**src/rtl/mc_pkg.sv**
```systemverilog
`default_nettype none
// ============================================================================
// Module      : mc_pkg
// Description : Shared types and encodings for the multi-cycle RV32I-subset
//               control FSM: state enum, ALU operation class, datapath mux
//               select encodings and the opcodes the core understands.
// Revision    : 1.0 - initial release
// ============================================================================
package mc_pkg;

  // Controller states; FETCH must be the reset state
  typedef enum logic [3:0] {
    S_FETCH    = 4'd0,
    S_DECODE   = 4'd1,
    S_MEMADR   = 4'd2,
    S_MEMREAD  = 4'd3,
    S_MEMWB    = 4'd4,
    S_MEMWRITE = 4'd5,
    S_EXECR    = 4'd6,
    S_EXECI    = 4'd7,
    S_ALUWB    = 4'd8,
    S_JAL      = 4'd9,
    S_BEQ      = 4'd10
  } state_t;

  // Class of ALU operation requested by the FSM
  typedef enum logic [1:0] {
    ALUOP_ADD  = 2'b00,
    ALUOP_SUB  = 2'b01,
    ALUOP_FUNC = 2'b10
  } alu_op_t;

  // ALU control encodings
  localparam logic [2:0] C_ALU_ADD = 3'b000;
  localparam logic [2:0] C_ALU_SUB = 3'b001;
  localparam logic [2:0] C_ALU_AND = 3'b010;
  localparam logic [2:0] C_ALU_OR  = 3'b011;
  localparam logic [2:0] C_ALU_SLT = 3'b101;

  // Result mux
  localparam logic [1:0] C_RES_ALUOUT    = 2'b00;
  localparam logic [1:0] C_RES_DATA      = 2'b01;
  localparam logic [1:0] C_RES_ALURESULT = 2'b10;

  // ALU source A mux
  localparam logic [1:0] C_SRCA_PC    = 2'b00;
  localparam logic [1:0] C_SRCA_OLDPC = 2'b01;
  localparam logic [1:0] C_SRCA_RD1   = 2'b10;

  // ALU source B mux
  localparam logic [1:0] C_SRCB_RD2  = 2'b00;
  localparam logic [1:0] C_SRCB_IMM  = 2'b01;
  localparam logic [1:0] C_SRCB_FOUR = 2'b10;

  // Immediate format select
  localparam logic [1:0] C_IMM_I = 2'b00;
  localparam logic [1:0] C_IMM_S = 2'b01;
  localparam logic [1:0] C_IMM_B = 2'b10;
  localparam logic [1:0] C_IMM_J = 2'b11;

  // Supported opcodes
  localparam logic [6:0] C_OP_LW    = 7'b0000011;
  localparam logic [6:0] C_OP_SW    = 7'b0100011;
  localparam logic [6:0] C_OP_RTYPE = 7'b0110011;
  localparam logic [6:0] C_OP_ITYPE = 7'b0010011;
  localparam logic [6:0] C_OP_JAL   = 7'b1101111;
  localparam logic [6:0] C_OP_BEQ   = 7'b1100011;

endpackage : mc_pkg
`default_nettype wire

```
**src/rtl/alu_decoder.sv**
```systemverilog
`default_nettype none
// ============================================================================
// Module      : alu_decoder
// Description : Combinational mapping from ALU operation class and
//               instruction fields to the ALU control code.
// Revision    : 1.0 - initial release
// ============================================================================
module alu_decoder
  import mc_pkg::*;
(
  input  alu_op_t    alu_op,
  input  logic [2:0] funct3,
  input  logic       op5,
  input  logic       funct7b5,
  output logic [2:0] alu_control
);

  // Subtract only for R-type funct7[5]=1; I-type (op5=0) always adds
  always_comb begin
    alu_control = C_ALU_ADD;
    case (alu_op)
      ALUOP_ADD: alu_control = C_ALU_ADD;
      ALUOP_SUB: alu_control = C_ALU_SUB;
      ALUOP_FUNC: begin
        case (funct3)
          3'b000:  alu_control = (op5 & funct7b5) ? C_ALU_SUB : C_ALU_ADD;
          3'b010:  alu_control = C_ALU_SLT;
          3'b110:  alu_control = C_ALU_OR;
          3'b111:  alu_control = C_ALU_AND;
          default: alu_control = C_ALU_ADD;
        endcase
      end
      default: alu_control = C_ALU_ADD;
    endcase
  end

endmodule : alu_decoder
`default_nettype wire

```
**src/rtl/multicycle_controller.sv**
```systemverilog
`default_nettype none
// ============================================================================
// Module      : multicycle_controller
// Description : Control FSM for the multi-cycle RV32I-subset core. Sequences
//               memory, IR, ALU, register file and PC over 3-5 cycles per
//               instruction, stalling memory states on mem_ready.
// Revision    : 1.0 - initial release
// ============================================================================
module multicycle_controller
  import mc_pkg::*;
(
  input  logic       clk,
  input  logic       reset,
  input  logic [6:0] op,
  input  logic [2:0] funct3,
  input  logic       funct7b5,
  input  logic       zero,
  input  logic       mem_ready,
  output logic       pc_write,
  output logic       adr_src,
  output logic       mem_write,
  output logic       ir_write,
  output logic [1:0] result_src,
  output logic [1:0] alu_src_a,
  output logic [1:0] alu_src_b,
  output logic [2:0] alu_control,
  output logic [1:0] imm_src,
  output logic       reg_write,
  output logic       retire,
  output logic       illegal
);

  state_t     r_state;
  logic       r_illegal;

  logic       w_adv;
  logic       w_pc_update;
  logic       w_branch;
  logic       w_adr_src;
  logic       w_mem_write;
  logic       w_ir_write;
  logic [1:0] w_result_src;
  logic [1:0] w_alu_src_a;
  logic [1:0] w_alu_src_b;
  logic [1:0] w_imm_src;
  logic       w_reg_write;
  logic       w_retire;
  alu_op_t    w_alu_op;
  logic [2:0] w_alu_control;

  // Memory-facing states only advance once the access completes
  always_comb begin
    w_adv = 1'b1;
    if ((r_state == S_FETCH) || (r_state == S_MEMREAD) || (r_state == S_MEMWRITE))
      w_adv = mem_ready;
  end

  // State register and sticky illegal-opcode flag
  always_ff @(posedge clk) begin
    if (reset) begin
      r_state   <= S_FETCH;
      r_illegal <= 1'b0;
    end else if (w_adv) begin
      case (r_state)
        S_FETCH:  r_state <= S_DECODE;
        S_DECODE: begin
          case (op)
            C_OP_LW, C_OP_SW: r_state <= S_MEMADR;
            C_OP_RTYPE:       r_state <= S_EXECR;
            C_OP_ITYPE:       r_state <= S_EXECI;
            C_OP_JAL:         r_state <= S_JAL;
            C_OP_BEQ:         r_state <= S_BEQ;
            default: begin
              r_state   <= S_FETCH;
              r_illegal <= 1'b1;
            end
          endcase
        end
        S_MEMADR:   r_state <= op[5] ? S_MEMWRITE : S_MEMREAD;
        S_MEMREAD:  r_state <= S_MEMWB;
        S_MEMWB:    r_state <= S_FETCH;
        S_MEMWRITE: r_state <= S_FETCH;
        S_EXECR:    r_state <= S_ALUWB;
        S_EXECI:    r_state <= S_ALUWB;
        S_ALUWB:    r_state <= S_FETCH;
        S_JAL:      r_state <= S_ALUWB;
        S_BEQ:      r_state <= S_FETCH;
        default:    r_state <= S_FETCH;
      endcase
    end
  end

  // Moore output decode; the only mem_ready-qualified outputs are the
  // fetch-side loads and the store retire pulse
  always_comb begin
    w_pc_update  = 1'b0;
    w_branch     = 1'b0;
    w_adr_src    = 1'b0;
    w_mem_write  = 1'b0;
    w_ir_write   = 1'b0;
    w_result_src = C_RES_ALUOUT;
    w_alu_src_a  = C_SRCA_PC;
    w_alu_src_b  = C_SRCB_RD2;
    w_reg_write  = 1'b0;
    w_retire     = 1'b0;
    w_alu_op     = ALUOP_ADD;
    case (r_state)
      S_FETCH: begin
        w_alu_src_b  = C_SRCB_FOUR;
        w_result_src = C_RES_ALURESULT;
        w_ir_write   = mem_ready;
        w_pc_update  = mem_ready;
      end
      S_DECODE: begin
        w_alu_src_a = C_SRCA_OLDPC;
        w_alu_src_b = C_SRCB_IMM;
      end
      S_MEMADR: begin
        w_alu_src_a = C_SRCA_RD1;
        w_alu_src_b = C_SRCB_IMM;
      end
      S_MEMREAD: begin
        w_adr_src = 1'b1;
      end
      S_MEMWB: begin
        w_result_src = C_RES_DATA;
        w_reg_write  = 1'b1;
        w_retire     = 1'b1;
      end
      S_MEMWRITE: begin
        w_adr_src   = 1'b1;
        w_mem_write = 1'b1;
        w_retire    = mem_ready;
      end
      S_EXECR: begin
        w_alu_src_a = C_SRCA_RD1;
        w_alu_op    = ALUOP_FUNC;
      end
      S_EXECI: begin
        w_alu_src_a = C_SRCA_RD1;
        w_alu_src_b = C_SRCB_IMM;
        w_alu_op    = ALUOP_FUNC;
      end
      S_ALUWB: begin
        w_reg_write = 1'b1;
        w_retire    = 1'b1;
      end
      S_JAL: begin
        w_alu_src_a = C_SRCA_OLDPC;
        w_alu_src_b = C_SRCB_FOUR;
        w_pc_update = 1'b1;
      end
      S_BEQ: begin
        w_alu_src_a = C_SRCA_RD1;
        w_alu_op    = ALUOP_SUB;
        w_branch    = 1'b1;
        w_retire    = 1'b1;
      end
      default: ;
    endcase
  end

  // Immediate format follows the opcode in every state
  always_comb begin
    case (op)
      C_OP_LW, C_OP_ITYPE: w_imm_src = C_IMM_I;
      C_OP_SW:             w_imm_src = C_IMM_S;
      C_OP_BEQ:            w_imm_src = C_IMM_B;
      C_OP_JAL:            w_imm_src = C_IMM_J;
      default:             w_imm_src = C_IMM_I;
    endcase
  end

  alu_decoder u_alu_decoder (
    .alu_op      (w_alu_op),
    .funct3      (funct3),
    .op5         (op[5]),
    .funct7b5    (funct7b5),
    .alu_control (w_alu_control)
  );

  // Reset masks every output so no strobe can fire while aborting
  always_comb begin
    pc_write    = ~reset & ((w_pc_update & w_adv) | (w_branch & zero));
    adr_src     = ~reset & w_adr_src;
    mem_write   = ~reset & w_mem_write;
    ir_write    = ~reset & w_ir_write;
    result_src  = reset ? 2'b00 : w_result_src;
    alu_src_a   = reset ? 2'b00 : w_alu_src_a;
    alu_src_b   = reset ? 2'b00 : w_alu_src_b;
    alu_control = reset ? 3'b000 : w_alu_control;
    imm_src     = reset ? 2'b00 : w_imm_src;
    reg_write   = ~reset & w_reg_write;
    retire      = ~reset & w_retire;
    illegal     = ~reset & r_illegal;
  end

endmodule : multicycle_controller
`default_nettype wire

```
**config.mk**
```make
export PLATFORM = sky130hd
export DESIGN_NAME = multicycle_controller
export DESIGN_NICKNAME = d
export VERILOG_FILES = /design/src/rtl/mc_pkg.sv /design/src/rtl/alu_decoder.sv /design/src/rtl/multicycle_controller.sv
export SDC_FILE = /design/constraint.sdc
export NUM_CORES = 1
export LEC_CHECK = 0
export CORE_MARGIN = 2
export CORE_UTILIZATION = 30
export CTS_CLUSTER_DIAMETER = 100
export CTS_CLUSTER_SIZE = 12
export DETAILED_ROUTE_END_ITERATION = 8
export DONT_BUFFER_PORTS = 1
export SLEW_MARGIN = 25
export SYNTH_ARGS = -nofsm -noshare
export SYNTH_HDL_FRONTEND = slang
export SYNTH_HIERARCHICAL = 1
export SYNTH_SLANG_ARGS = --single-unit
```
**constraint.sdc**
```tcl
create_clock -name clk -period 2.7 [get_ports clk]
set_clock_uncertainty 0.2 [all_clocks]
set_input_delay 0.135 -clock clk [delete_from_list [all_inputs] [get_ports clk]]
set_output_delay 0.135 -clock clk [all_outputs]
set_load 0.1 [all_outputs]
```
==> results.tsv <==
metric	value	unit
CP Max Fanout	12	
I/O Pins	33	
TritonCTS Sinks	5	
VDD IR max	0.1532	mV
post-synth top area share	13.79	%
Final setup viols	0	
Total Power	279.7	uW
Post CTS Setup Buffer Count	0	
first-pass GRT wire length	3436	um
Initial Util	32.19	%
H-Tree Level Count	1	
Core ar.	2255	um2
synth cell count leaders	nor2_1, a21oi_1, inv_1, nor2b_1, nor3_1	
Yosys Warn Count	6	
Hold Crit Depth	3	
initial antenna violation count	0	
most area-consuming cells after synthesis	dfxtp_1, nor2_1, nor2b_1	
Seq cells post-synth	5	
Cell Pwr Density	239.1	nW/um2
synth unique cells	46	
fmax	399.7	MHz
Post-Synthesis Cells	97	
top-count cell post-synth	nor2_1	
largest net degree at the start of global routing	17	
Synth Area per Inst	7.481	um2
global-route usage over all layers	16.54	%
Hold Violations, Final	0	
Worst setup EP type	primary output	
die height	53.19	um
WL/cell	13.85	um
shortest period the worst path allows	2.502	ns
Post-Route WL	2092	um
min-delay src	op[5]	
nets	141	
hold crit path type	primary input to flop	
Worst EP arrival	2.17	ns
CTS max path bufs	2	
ys async rst share	0	%
Max-slew headroom	73.17	%
Post-synth EDFFs	0	
clock root cell	clkbuf_4	
Net Count, Synth	114	
vias in the first global route	831	
Tcrit/Tclk final	92.66	%
final-layout fill cell count	229	
RePlAce Congestion	0.7882	
share of cells above drive strength 1	39.84	%
R2R Path End	r_state[0]	
via count	811	
crit path launch	r_state[0]	
Remaining DRCs	0	
CTS tree	done	
Int Pwr	172.4	uW
RSZ-0062 raised after global routing	no	
worst reg2reg setup slack	0.58	ns
Resize count post-CTS	0	
area grow syn2layout	61.21	%
die area	2829	um2
Setup Crit Path Kind	flop to primary output	
fin util	51.89	%
kind of start point of the critical path	flop	
measured slew at the worst slew-check pin	0.4019	ns
Num CTS Buffers	3	
R2R cell count	6	
Net Switching	107.3	uW
Clk pwr share	30.8	%
Buffers on Ports	0	
P_leak	0.0004392	uW
R2R Path Start	r_state[1]	
Cell Area, Synth	725.7	um2
area leader, netlist	dfxtp_1	
max-slew violations	0	
WP data required	2.37	ns
sw frac	38.35	%
Seq pwr share	28.6	%
Iter 0 DRT Violations	11	
Worst-Skew Late Latency	0.24	ns
WHS Endpoint	r_state[1]	
vias per inst	5.371	
top_reg_cell synth	dfxtp_1	
Core Rows	17	
die span in x	53.19	um
Comb power frac	40.6	%
Ant. Diodes	0	
Maximum Capacitance Violations	0	
status	finished, final reports clean	
register area share after synthesis	13.79	%
total congestion overflow	0	
clock slew at reported path FFs	0.04	ns
first drt pass iteration count	4	
placed wire-length estimate	1611	um
antenna-violating nets left	0	
-- per-stage QoR --
stage	hold slack (ns)	TNS, ns	std cells	setup WS (ns)	area [um2]
CTS	0.002190	0	151	0.1749	1170
detailed placement	0.01006	0	140	0.4348	1074
global route	0.05748	0	151	0.03004	1170
floorplan	0.1212	-0.1846	97	-0.1590	818.3
finish	0.005305	0	151	0.1981	1170
global placement	0.008309	0	140	0.4708	1074
-- timing repair --
item	in CTS	in global routing
hold endpoints to repair	5	0
hold buffers	7	0
setup endpoints to repair	0	0
-- flip-flops by register name (all words and copies together), names as in the netlist --
register and count:
r_illegal 1, r_state 4
-- kinds of logic after synthesis --
kind of cell	synth area share (%)
XOR/XNOR	4.828
multiplexers	2.759
buffers and inverters	11.21
adder cells (fa/ha/maj)	3.448
AND/OR/NAND/NOR	44.31
AO/OA/AOI/OAI	19.66
flip-flops	13.79
-- area by class of cell --
class / count / area [um2] / share of cell area, %
repair buffers: 29 / 297.8 / 25.45
flip-flops and latches: 5 / 100.1 / 8.556
clock buffers: 4 / 26.28 / 2.246
multi-input cells: 79 / 688.2 / 58.82
inverters: 6 / 22.52 / 1.925
well taps: 28 / 35.03 / 2.995
-- worst max-delay path, cell delays in order, from the launching register on --
cell and delay (ns):
dfxtp_1 0.42, nor2_1 0.23, and3_1 0.21, inv_1 0.05
ha_1 0.32, nor4b_1 0.30, nor2b_4 0.22, buf_12 0.18
-- metal layers --
layer / GRT usage [%] / vias up / wire (um)
li1: - / 401 / -
met2: 32.29 / 26 / 1088
met4: 5.128 / 0 / 0
met5: 0 / - / 0
met3: 3.955 / 0 / 131
met1: 16.98 / 384 / 872
-- how the worst max path moves through the flow --
stage                endpoint  slack [ns]  cells after the start
3_3_place_gp   alu_control[2]        0.47                      7
2_1_floorplan    alu_src_a[1]       -0.16                      3
6_report       alu_control[2]        0.20                      7
3_5_place_dp   alu_control[2]        0.43                      7
5_1_grt        alu_control[2]        0.03                      7
4_1_cts        alu_control[2]        0.17                      7
-- power groups by stage --
stage          registers, uW  clock network, uW  logic [uW]
2_1_floorplan           78.7                  0        91.9
3_3_place_gp            81.2                  0         104
3_5_place_dp            81.3                  0         105
4_1_cts                 80.0               88.3         114
5_1_grt                 80.4               99.4         118
6_report                80.0               86.2         114
-- cell usage in the layout, fill, tap and decap left out, types with 3 or more instances in the layout --
master         count
nor2_2             3
nor3_4             5
nand2_1            3
nand2b_1           4
buf_4             17
a21oi_1            5
nor2b_4            3
clkbuf_4           3
dfxtp_1            5
dlygate4sd3_1      7
inv_1              6
buf_12             5
nor2_1             9
(Power assumes the default switching activity.)
